$ cat src/rtl/cordic_result_fifo_if.sv
// Handshake bundle between the CORDIC issue side, the result FIFO and its consumer.
// The master drives samples and consumer readiness; the slave is the result FIFO.
interface cordic_result_fifo_if #(
  parameter int DATA_WIDTH = 32,
  parameter int DEPTH      = 8
);
  logic                         issue_valid;
  logic                         issue_ready;
  logic [DATA_WIDTH-1:0]        pipe_data;
  logic                         out_valid;
  logic                         out_ready;
  logic [DATA_WIDTH-1:0]        out_data;
  logic [$clog2(DEPTH+1)-1:0]   level;

  modport master (
    output issue_valid, pipe_data, out_ready,
    input  issue_ready, out_valid, out_data, level
  );

  modport slave (
    input  issue_valid, pipe_data, out_ready,
    output issue_ready, out_valid, out_data, level
  );
endinterface

$ cat src/rtl/cordic_result_fifo.sv
// Captures results from a fixed-latency CORDIC pipeline into a credit-gated FIFO.
// Optional sticky protocol-violation flag `err` is enabled by defining CORDIC_FIFO_ERR_EN.
module cordic_result_fifo #(
  parameter int LATENCY    = 16,
  parameter int DEPTH      = 8,
  parameter int DATA_WIDTH = 32
) (
  input  logic                  clk,
  input  logic                  rst,
  cordic_result_fifo_if.slave   bus
`ifdef CORDIC_FIFO_ERR_EN
  ,
  output logic                  err
`endif
);

  localparam int PW = $clog2(DEPTH);
  localparam int LW = $clog2(DEPTH + 1);
  localparam int IW = $clog2(LATENCY + 1);
  localparam int SW = ((LW > IW) ? LW : IW) + 1;

  logic [LATENCY-1:0]    tag_q, tag_d;
  logic [IW-1:0]         inflight_q, inflight_d;
  logic [PW-1:0]         wr_ptr_q, wr_ptr_d;
  logic [PW-1:0]         rd_ptr_q, rd_ptr_d;
  logic [LW-1:0]         level_q, level_d;
  logic [DATA_WIDTH-1:0] mem [DEPTH];

  logic                  issue_ready;
  logic                  out_valid;
  logic                  issue;
  logic                  cap;
  logic                  pop;
  logic [SW-1:0]         credit_sum;

  // Stored plus in-flight results reserve a FIFO slot each, so a capture can never overflow.
  always_comb begin
    credit_sum  = SW'(level_q) + SW'(inflight_q);
    issue_ready = (credit_sum < SW'(DEPTH));
    issue       = bus.issue_valid & issue_ready;
    cap         = tag_q[LATENCY-1];
    out_valid   = (level_q != '0);
    pop         = out_valid & bus.out_ready;

    tag_d    = tag_q << 1;
    tag_d[0] = issue;

    inflight_d = inflight_q;
    case ({issue, cap})
      2'b10:   inflight_d = inflight_q + IW'(1);
      2'b01:   inflight_d = inflight_q - IW'(1);
      default: inflight_d = inflight_q;
    endcase

    wr_ptr_d = cap ? wr_ptr_q + PW'(1) : wr_ptr_q;
    rd_ptr_d = pop ? rd_ptr_q + PW'(1) : rd_ptr_q;

    level_d = level_q;
    case ({cap, pop})
      2'b10:   level_d = level_q + LW'(1);
      2'b01:   level_d = level_q - LW'(1);
      default: level_d = level_q;
    endcase
  end

  always_ff @(posedge clk) begin
    if (rst) begin
      tag_q      <= '0;
      inflight_q <= '0;
      wr_ptr_q   <= '0;
      rd_ptr_q   <= '0;
      level_q    <= '0;
    end else begin
      tag_q      <= tag_d;
      inflight_q <= inflight_d;
      wr_ptr_q   <= wr_ptr_d;
      rd_ptr_q   <= rd_ptr_d;
      level_q    <= level_d;
    end
  end

  // Storage needs no reset: out_data is masked whenever the FIFO is empty.
  always_ff @(posedge clk) begin
    if (cap) begin
      mem[wr_ptr_q] <= bus.pipe_data;
    end
  end

  assign bus.issue_ready = issue_ready;
  assign bus.out_valid   = out_valid;
  assign bus.out_data    = out_valid ? mem[rd_ptr_q] : '0;
  assign bus.level       = level_q;

`ifdef CORDIC_FIFO_ERR_EN
  logic err_q, err_d;

  always_comb begin
    err_d = err_q | (bus.issue_valid & ~issue_ready);
  end

  always_ff @(posedge clk) begin
    if (rst) begin
      err_q <= 1'b0;
    end else begin
      err_q <= err_d;
    end
  end

  assign err = err_q;
`endif

  a_credit_bound: assert property (@(posedge clk) disable iff (rst) credit_sum <= SW'(DEPTH));

endmodule

$ cat src/flat_wrapper.sv
// flat-port wrapper written by rule: the top's interface ports become plain ports
module cordic_result_fifo_flat 
#(
  parameter int LATENCY    = 16,
  parameter int DEPTH      = 8,
  parameter int DATA_WIDTH = 32
)
  (clk, rst, bus_issue_valid, bus_pipe_data, bus_out_ready, bus_issue_ready, bus_out_valid, bus_out_data, bus_level);
  cordic_result_fifo_if #(.DATA_WIDTH(DATA_WIDTH), .DEPTH(DEPTH)) bus_i ();
  input  logic clk;
  input  logic rst;
  input wire logic [$bits(bus_i.issue_valid)-1:0] bus_issue_valid;
  input wire logic [$bits(bus_i.pipe_data)-1:0] bus_pipe_data;
  input wire logic [$bits(bus_i.out_ready)-1:0] bus_out_ready;
  output wire logic [$bits(bus_i.issue_ready)-1:0] bus_issue_ready;
  output wire logic [$bits(bus_i.out_valid)-1:0] bus_out_valid;
  output wire logic [$bits(bus_i.out_data)-1:0] bus_out_data;
  output wire logic [$bits(bus_i.level)-1:0] bus_level;
  assign bus_i.issue_valid = bus_issue_valid;
  assign bus_i.pipe_data = bus_pipe_data;
  assign bus_i.out_ready = bus_out_ready;
  assign bus_issue_ready = bus_i.issue_ready;
  assign bus_out_valid = bus_i.out_valid;
  assign bus_out_data = bus_i.out_data;
  assign bus_level = bus_i.level;
  cordic_result_fifo #(.LATENCY(LATENCY), .DEPTH(DEPTH), .DATA_WIDTH(DATA_WIDTH)) u_core (.clk(clk), .rst(rst), .bus(bus_i));
endmodule
$ cat config.mk
export PLATFORM = sky130hd
export DESIGN_NAME = cordic_result_fifo_flat
export DESIGN_NICKNAME = d
export VERILOG_FILES = /design/src/rtl/cordic_result_fifo_if.sv /design/src/rtl/cordic_result_fifo.sv /design/src/flat_wrapper.sv
export SDC_FILE = /design/constraint.sdc
export NUM_CORES = 1
export LEC_CHECK = 0
export CAP_MARGIN = 20
export CELL_PAD_IN_SITES_DETAIL_PLACEMENT = 1
export CELL_PAD_IN_SITES_GLOBAL_PLACEMENT = 1
export CORE_ASPECT_RATIO = 0.75
export CORE_MARGIN = 2
export CORE_UTILIZATION = 55
export DETAILED_ROUTE_END_ITERATION = 10
export GPL_ROUTABILITY_DRIVEN = 0
export PLACE_DENSITY_LB_ADDON = 0.1
export SKIP_LAST_GASP = 1
export SLEW_MARGIN = 30
export SYNTH_ARGS = -nofsm -noshare
export SYNTH_HDL_FRONTEND = slang
export SYNTH_SLANG_ARGS = --single-unit
$ cat constraint.sdc
create_clock -name clk -period 7.1 [get_ports clk]
set_input_delay 1.065 -clock clk [delete_from_list [all_inputs] [get_ports clk]]
set_output_delay 1.065 -clock clk [all_outputs]
set_load 0.01 [all_outputs]
Word level (Yosys, flattened, before mapping)
Memories as Yosys holds them, arrays and structs flattened. A register that Yosys moved wholly into a read port is not among the register bits.
Cells that the tools add are included.

word-level totals
  word-level logic and storage cells = 30
  output and inout bits = 38
  memories kept = 1
  register bits = 31
  bits in writable memories = 256
  input bits = 36

operators by class
  multiplexer cells = 7
  magnitude comparators = 1
  bitwise gates (word level) = 2
  $add $sub $neg = 7
  eq/ne operators = 4
  reductions and logical operators = 3

memories
  memory      depth  bits a word  rd ports  clocked after Yosys merged registers in  wr ports  line                      text
  u_core.mem  8      32           1         1                                        1         cordic_result_fifo.sv:27  logic [DATA_WIDTH-1:0] mem [DEPTH];

operators with widths
  kind                   count
  $mux W32               1
  $pmux W5 S2            1
  $pmux W4 S2            1
  $add A3 B1 Y3 const B  2
  $add A4 B5 Y6          1
  $lt A6 B4 Y1 const B   1
  $mux W3                2
  $add A5 B1 Y5 const B  1
  $sub A5 B1 Y5 const B  1
  $add A4 B1 Y4 const B  1
  $eq A2 B1 Y1 const B   2
  $eq A2 B2 Y1 const B   2
  $reduce_bool A2 Y1     2
  $reduce_bool A4 Y1     1
  $sub A4 B1 Y4 const B  1
  $and A1 B1 Y1          2
  $mux W1                2

Depth between registers and ports, before layout
Gate-level depths: netlist of the first run.

  word-level depth = 5
  depth in mapped cells = 11

Worst setup path before layout of the first run
OpenSTA, ideal clock, no wires.

  path type = flip-flop to flip-flop
  start = register u_core.tag_q[15]
  end = memory u_core.mem[0][0] (enable)
  arrival time = 2.771 ns
  path buffers = 0
  required time = 6.639 ns
  cell stages (with the launch flop) = 3
  path slack = 3.868 ns
  cells stage by stage = dfxtp_1 -> nand2b_1 -> nor3_1

between the ends
  word-level cells in the longest chain between the ends = 2

ends and longest elaborated chain
  element                        line                      text
  start, declared                cordic_result_fifo.sv:22  logic [LATENCY-1:0] tag_q, tag_d;
  start signal, assigned         cordic_result_fifo.sv:74  tag_q <= tag_d;
  $mux W1                        cordic_result_fifo.sv:84  if (cap) begin
  $mux W1 (not written as such)  cordic_result_fifo.sv:85  mem[wr_ptr_q] <= bus.pipe_data;
  end, declared                  cordic_result_fifo.sv:27

No other way between the ends.

==> results.py, run 1 <==
metrics = {
    "sta": {
        "rsz_0062_raised_after_global_routing": "no",
        "final-setup-viol-count": 0,
        "max-slew-margin-rel_pct": 44.9,
        "total_negative_setup_slacks_ns": 0,
        "timing.final.crit_period_ns": 4.31,
        "slew_viol_final": 0,
        "report.final.hold_viol_count": 0,
        "max_freq_mhz": 232,
        "period_share_pct": 60.7,
        "timing.clock.skew_ns": 0.00935,
        "max_slew.worst_pin.slew_ns": 0.826,
    },
    "setup_path": {
        "setup.reg_to_reg.worst_slack_ns": 3.95,
        "critical_path.startpoint_type": "register",
        "crit-reg2reg-launch": "u_core.bus.level[3]",
        "critPathMaxFanout": 36,
        "timing.critical_path.arrival_ns": 3.25,
        "critical-path-slowest-cell": "sky130_fd_sc_hd__dfxtp_2",
        "worst-setup-path-type": "reg -> out",
        "crit_chain": "buf_4 > mux4_2 > mux2i_1 > nor2_1 > clkdlybuf4s50_1",
        "reg2regPathDepth": 10,
        "timing.critical_path.max_delay_family": "buffers and inverters",
        "worstReg2RegEnd": "u_core.inflight_q[4]",
        "timing.critical_path.to_type": "output port",
        "critical-path-max-stage-delay_ns": 0.87,
        "bufs_and_invs_on_worst_path": 2,
        "critical_path_required_ns": 6.03,
    },
    "cells_and_area": {
        "design.final.nets": 698,
        "syn_to_final_growth_pct": 17.2,
        "final_cell_count_no_fill": 928,
        "post_route_cells_drive_above_1_share_pct": 19.7,
    },
    "clocking": {
        "tritoncts": "yes",
        "clk_path_buf_depth": 3,
        "hold_buffers": 0,
        "worstSkewPairLatency_ns": 0.52,
        "path_clk_slew_ns": 0.06,
        "clock_tree.root_cell": "sky130_fd_sc_hd__clkbuf_16",
        "post_cts.resized_instances": 0,
        "count_of_buffers_added_by_post_cts_timing_repair_for_setup": 0,
        "clock-sinks": 290,
        "cts_made_buffers": 28,
        "cts.htree.levels": 1,
    },
    "synth": {
        "synth_warnings": 0,
        "synthesis.area_per_instance_um2": 20.0,
        "synth.top_cells.by_area": "sky130_fd_sc_hd__edfxtp_1, sky130_fd_sc_hd__mux4_2, sky130_fd_sc_hd__dfxtp_1, sky130_fd_sc_hd__mux2i_1, sky130_fd_sc_hd__nor2_1",
        "synth_largest_type_area_fraction_pct": 68.6,
        "synth_seq_cells": 290,
        "synth.largest_area_cell": "sky130_fd_sc_hd__edfxtp_1",
        "mappedNetlistNets": 610,
        "synth_cells": 560,
        "synth_async_sr_flop_share_pct": 0,
        "synth_ff_type": "sky130_fd_sc_hd__edfxtp_1",
        "seq_total_area_yosys_pct": 74.7,
        "synth_edf_count": 256,
        "syn-cell-area_um2": 11200,
        "netlist-cell-type-count": 33,
    },
    "floorplanning": {
        "floorplan.io_pins": 74,
        "dieHeight_um": 128,
        "floorplan.die_area_um2": 21500,
        "die_w_um": 169,
        "number_of_rows_in_the_core_area": 45,
        "core-area_um2": 20100,
        "initial_core_utilization_pct": 55.7,
    },
    "hold_path": {
        "timing.hold.worst_path_depth": 1,
        "hold_path.startpoint": "u_core.tag_q[8]",
        "hold_class": "reg -> reg",
        "worstHoldEndpoint": "u_core.tag_q[9]",
    },
    "power": {
        "net-switching-power_mw": 0.634,
        "power.share.switching_pct": 18.9,
        "power.leakage_nw": 4.12,
        "ir_drop_uv": 187,
        "clock_share_of_power_pct": 43.4,
        "p_per_area_nw_per_um2": 256,
        "cellInternalPower_mw": 2.73,
        "seqPwrFrac_pct": 55.2,
        "combPwrFrac_pct": 1.4,
    },
    "drt": {
        "post_detailed_route_count_of_antenna_violating_nets": 0,
        "drt-wirelength-per-cell_um": 24.0,
        "total_via_count_after_detailed_routing": 5371,
        "vias_per_cell": 5.79,
        "detailedRoute.firstIterationViolations": 484,
        "detail_route.wirelength_um": 22300,
        "first_pass_iters": 5,
        "post-route-drc-count": 0,
    },
    "grt": {
        "first_global_vias": 6044,
        "total_congestion_overflow": 0,
        "grt_start_max_net_pins": 47,
        "global_route_wire_length_before_repair_um": 35400,
        "antenna_found_initial": 2,
        "grtUsageTotal_pct": 21.9,
    },
    "placed_design": {
        "io_buffer_count": 73,
        "post-dp-hpwl_um": 12700,
        "placed_cells_incl_taps": 876,
    },
    "run": {
        "drv_cap": 0,
    },
    "status": {
        "run_status": "complete, no violations",
    },
}
==> cells by family (layout without fill, tap and decap cells) <==
logic type,count (synthesis),after routing,share of synthesized area [%]
adder cells (fa/ha/maj),14,14,1.70
AO/OA/AOI/OAI,13,13,0.659
XOR/XNOR,8,8,0.692
flip-flops,290,290,74.7
multiplexers,100,100,16.1
AND/OR/NAND/NOR,99,99,4.20
other,0,1,0
buffers and inverters,36,145,1.98
==> sequential cells by signal (all words and copies together), names as in the netlist, named ones only <==
name and count:
u_core.rd_ptr_q 3, u_core.bus.level 4, u_core.inflight_q 5, u_core.wr_ptr_q 3, u_core.mem 256, u_core.tag_q 16
==> layout make-up <==
class | count | area (µm²)
well taps | 258 | 323
repair buffers | 86 | 827
fillers | 1648 | 6970
diodes | 1 | 2.50
clock buffers | 34 | 744
multi-input cells | 234 | 2670
clock inverters | 17 | 163
inverters | 8 | 30.0
flip-flops and latches | 290 | 8370
==> synthesized netlist by cell type, types with 2 or more instances <==
cell type	instances
sky130_fd_sc_hd__nor2_1	62
sky130_fd_sc_hd__nand2_1	5
sky130_fd_sc_hd__nand2b_1	4
sky130_fd_sc_hd__fa_1	2
sky130_fd_sc_hd__nor2b_1	16
sky130_fd_sc_hd__nor3_1	2
sky130_fd_sc_hd__inv_1	7
sky130_fd_sc_hd__mux4_2	64
sky130_fd_sc_hd__a21oi_1	10
sky130_fd_sc_hd__buf_2	9
sky130_fd_sc_hd__edfxtp_1	256
sky130_fd_sc_hd__or4_1	2
sky130_fd_sc_hd__nand3_1	2
sky130_fd_sc_hd__dlygate4sd1_1	3
sky130_fd_sc_hd__ha_1	12
sky130_fd_sc_hd__buf_6	8
sky130_fd_sc_hd__xor2_1	6
sky130_fd_sc_hd__mux2i_1	35
sky130_fd_sc_hd__clkbuf_1	8
sky130_fd_sc_hd__dfxtp_1	34
==> per-layer routing <==
metal | global-route usage [%] | vias up | wire length [µm]
met5 | 0 | - | 9
met4 | 4.77 | 2 | 359
met3 | 3.66 | 31 | 1110
met2 | 37.5 | 140 | 11100
met1 | 30.3 | 2808 | 9680
li1 | - | 2390 | -
==> worst max path at each step <==
stage,endpoint,slack (ns),depth (start not counted)
finish,bus_out_data[2],2.79,5
global route,bus_out_data[2],2.62,5
CTS,bus_out_data[14],2.53,5
detailed placement,bus_out_data[14],3.15,5
global placement,bus_out_data[22],3.20,5
floorplan,u_core.mem[0][0],3.87,2
==> placed cells by master (no fill, tap or decap), types with 2 or more instances in the layout <==
cell type / Yosys / routed
sky130_fd_sc_hd__dfxtp_2: 0 / 2
sky130_fd_sc_hd__edfxtp_1: 256 / 256
sky130_fd_sc_hd__mux4_2: 64 / 64
sky130_fd_sc_hd__nor2b_1: 16 / 16
sky130_fd_sc_hd__nor3_2: 0 / 2
sky130_fd_sc_hd__nand3_1: 2 / 2
sky130_fd_sc_hd__nor2_4: 0 / 6
sky130_fd_sc_hd__ha_1: 12 / 12
sky130_fd_sc_hd__a21oi_1: 10 / 10
sky130_fd_sc_hd__nand2_1: 5 / 5
sky130_fd_sc_hd__inv_1: 7 / 7
sky130_fd_sc_hd__fa_1: 2 / 2
sky130_fd_sc_hd__clkinv_1: 0 / 7
sky130_fd_sc_hd__bufinv_16: 0 / 3
sky130_fd_sc_hd__xor2_1: 6 / 6
sky130_fd_sc_hd__buf_4: 0 / 12
sky130_fd_sc_hd__clkbuf_1: 8 / 5
sky130_fd_sc_hd__nor2_1: 62 / 56
sky130_fd_sc_hd__clkdlybuf4s50_1: 0 / 72
sky130_fd_sc_hd__or4_1: 2 / 2
sky130_fd_sc_hd__dfxtp_1: 34 / 31
sky130_fd_sc_hd__clkinv_2: 0 / 6
sky130_fd_sc_hd__clkbuf_16: 0 / 29
sky130_fd_sc_hd__nand2b_1: 4 / 4
sky130_fd_sc_hd__mux2i_1: 35 / 35
==> power groups by stage <==
stage	logic (mW)	clock network, mW	registers, mW
detailed placement	0.0467	0	1.89
finish	0.0469	1.46	1.86
CTS	0.0471	1.49	1.86
floorplan	0.00845	0	1.89
global route	0.0524	1.55	1.85
global placement	0.0427	0	1.89
==> stage by stage <==
step / hold WS, ns / power (mW) / setup slack (ns) / cell area [µm²] / utilization (%)
after detailed placement: 0.433 / 1.94 / 3.15 / 12200 / 60.8
after floorplan: 0.414 / 1.90 / 3.87 / 11200 / -
final: 0.439 / 3.36 / 2.79 / 13100 / 65.3
after CTS: 0.443 / 3.39 / 2.53 / 13100 / 65.3
after global routing: 0.466 / 3.45 / 2.62 / 13100 / 65.3
after global placement: 0.419 / 1.93 / 3.20 / 12200 / 60.8
Note: power is estimated with default switching activity, not from simulation.
==> inputs of run 2 (changes only) <==
--- a/config.mk
+++ b/config.mk
@@ -10,7 +10,7 @@
 export CELL_PAD_IN_SITES_GLOBAL_PLACEMENT = 1
 export CORE_ASPECT_RATIO = 0.75
 export CORE_MARGIN = 2
-export CORE_UTILIZATION = 55
+export CORE_UTILIZATION = 46
 export DETAILED_ROUTE_END_ITERATION = 10
 export GPL_ROUTABILITY_DRIVEN = 0
 export PLACE_DENSITY_LB_ADDON = 0.1
==> constraint.sdc (replaced) <==
create_clock -name clk -period 3.5 [get_ports clk]
set_input_delay 0.525 -clock clk [delete_from_list [all_inputs] [get_ports clk]]
set_output_delay 0.525 -clock clk [all_outputs]
set_load 0.01 [all_outputs]
==> run 2 against run 1 <==
Sequential power is 100% higher. Power increased by 110%. Core utilization is 9.4 points lower. Flip-flop and latch count stayed put. Sequential share of layout area down 1.3 points. Critical path depth unchanged. Combinational power increased by 110%. Wire length is essentially flat. Largest power group unchanged. Global-route usage down 3.8 points. Clock power up 110%. Register-to-register slack got worse by 3.5 ns. Final cell count rose by 8.7%.
==> results.py, run 2 (synthesis results as in run 1) <==
metrics = {
    "status": {
        "run_status": "complete, no violations",
    },
    "run": {
        "drv_cap": 0,
    },
    "sta": {
        "report.final.hold_viol_count": 0,
        "timing.final.crit_period_ns": 3.24,
        "hold-worst-slack_ns": 0.445,
        "max_freq_mhz": 309,
        "total_negative_setup_slacks_ns": 0,
        "timing.clock.skew_ns": 0.0105,
        "period_share_pct": 92.5,
        "slew_viol_final": 0,
        "max-slew-margin-rel_pct": 52.4,
        "max_slew.worst_pin.slew_ns": 0.713,
        "setup_slack_ns": 0.263,
        "final-setup-viol-count": 0,
        "rsz_0062_raised_after_global_routing": "no",
    },
    "setup_path": {
        "setup.reg_to_reg.worst_slack_ns": 0.46,
        "critical_path.startpoint_type": "register",
        "crit-reg2reg-launch": "u_core.bus.level[3]",
        "timing.critical_path.arrival_ns": 2.71,
        "worst-setup-path-type": "reg -> out",
        "critical-path-slowest-cell": "sky130_fd_sc_hd__dfxtp_2",
        "reg2regPathDepth": 10,
        "setup.worst_path.end": "bus_out_data[8]",
        "critPathMaxFanout": 16,
        "timing.critical_path.to_type": "output port",
        "critical_path_required_ns": 2.97,
        "crit_chain": "buf_4 > mux4_2 > mux2i_1 > nor2_1 > clkdlybuf4s50_1",
        "critical-path-max-stage-delay_ns": 0.66,
        "worstReg2RegEnd": "u_core.inflight_q[3]",
    },
    "drt": {
        "total_via_count_after_detailed_routing": 5362,
        "detailedRoute.firstIterationViolations": 354,
        "first_pass_iters": 4,
        "post-route-drc-count": 0,
        "vias_per_cell": 5.31,
        "detail_route.wirelength_um": 22300,
        "post_detailed_route_count_of_antenna_violating_nets": 0,
        "drt-wirelength-per-cell_um": 22.1,
    },
    "clocking": {
        "tritoncts": "yes",
        "cts_made_buffers": 29,
        "worstSkewPairLatency_ns": 0.54,
        "clock_tree.root_cell": "sky130_fd_sc_hd__clkbuf_16",
        "hold_buffers": 0,
        "path_clk_slew_ns": 0.06,
        "post_cts.resized_instances": 0,
        "clock-sinks": 290,
        "count_of_buffers_added_by_post_cts_timing_repair_for_setup": 0,
        "clk_path_buf_depth": 3,
        "cts.htree.levels": 1,
    },
    "cells_and_area": {
        "post-route-cell-area_um2": 13400,
        "post_route_cells_drive_above_1_share_pct": 21.7,
        "antenna-diode-count": 0,
        "layout_top_registers": "u_core.mem: 256 flops, u_core.tag_q: 16 flops, u_core.inflight_q: 5 flops",
        "most_common_cell_after_layout_fill_and_taps_aside": "sky130_fd_sc_hd__edfxtp_1",
        "design.final.nets": 706,
        "final_cell_count_no_fill": 1009,
        "final_core_util_pct": 55.9,
        "syn_to_final_growth_pct": 19.7,
        "largest_register_ffs": 256,
        "final_cell_mix": "sky130_fd_sc_hd__edfxtp_1, sky130_fd_sc_hd__clkdlybuf4s50_1, sky130_fd_sc_hd__mux4_2",
        "regMostFlops": "u_core.mem",
    },
    "hold_path": {
        "hold_class": "reg -> reg",
        "timing.hold.worst_path_depth": 1,
    },
    "placed_design": {
        "io_buffer_count": 73,
        "placement.setup.worst_slack_ns": 0.459,
        "place_area_um2": 12500,
        "placed_cells_incl_taps": 956,
        "post-dp-hpwl_um": 12700,
    },
    "power": {
        "design_power_total_mw": 6.98,
        "p_per_area_nw_per_um2": 521,
        "power.leakage_nw": 4.18,
        "ir_drop_uv": 424,
    },
    "floorplanning": {
        "number_of_rows_in_the_core_area": 49,
        "die_w_um": 184,
        "core-area_um2": 24000,
        "floorplan.die_area_um2": 25600,
        "initial_core_utilization_pct": 46.7,
        "floorplan.io_pins": 74,
        "dieHeight_um": 139,
    },
    "grt": {
        "total_congestion_overflow": 0,
        "grt_start_max_net_pins": 37,
        "first_global_vias": 5868,
        "antenna_found_initial": 0,
        "grtUsageTotal_pct": 18.1,
        "global_route_wire_length_before_repair_um": 35100,
    },
}
-- run 2: changes by cell type in the layout (fill, tap and decap cells not counted), moves of 2 or more --
cell,change
sky130_fd_sc_hd__clkinv_1,-4
sky130_fd_sc_hd__clkbuf_1,-3
sky130_fd_sc_hd__clkinvlp_2,+2
sky130_fd_sc_hd__clkinvlp_4,+4
sky130_fd_sc_hd__clkinv_2,+2
sky130_fd_sc_hd__buf_12,+7
-- run 2: how the worst min path moves through the flow --
stage	from	to	slack [ns]
2_1_floorplan	u_core.tag_q[9]	u_core.tag_q[10]	0.41
3_3_place_gp	u_core.tag_q[12]	u_core.tag_q[13]	0.42
3_5_place_dp	u_core.tag_q[13]	u_core.tag_q[14]	0.43
4_1_cts	u_core.tag_q[13]	u_core.tag_q[14]	0.45
5_1_grt	u_core.tag_q[13]	u_core.tag_q[14]	0.46
6_report	u_core.tag_q[7]	u_core.tag_q[8]	0.45
-- run 2: routing by layer --
metal / vias up / track usage (%) / share of wire [%]
met1: 2797 / 25.9 / 45
li1: 2412 / - / -
met4: 0 / 4.00 / 2.1
met3: 40 / 2.86 / 4.4
met2: 113 / 29.8 / 48
met5: - / 0 / 0
-- run 2: area by class of cell --
cell class                      instances  area (µm²)
Fill cell                            2129       10600
Timing Repair Buffer                   93         968
Clock buffer                           31         733
Clock inverter                         22         220
Inverter                                8        30.0
Tap cell                              331         414
Sequential cell                       290        8370
Multi-Input combinational cell        234        2670
-- run 2: report_power, final --
part / total (mW) / switching (mW) / internal (mW)
sequential: 3.76 / 0.00396 / 3.76
clock: 3.12 / 1.31 / 1.81
combinational: 0.0971 / 0.0550 / 0.0421
total: 6.98 / 1.37 / 5.61
-- run 2: worst max-delay path: cells and delay by family (launching register included) --
kind,cells,cell delay (ns)
buf+inv,2,0.86
flops,1,0.66
simple gates,1,0.07
mux,2,0.57
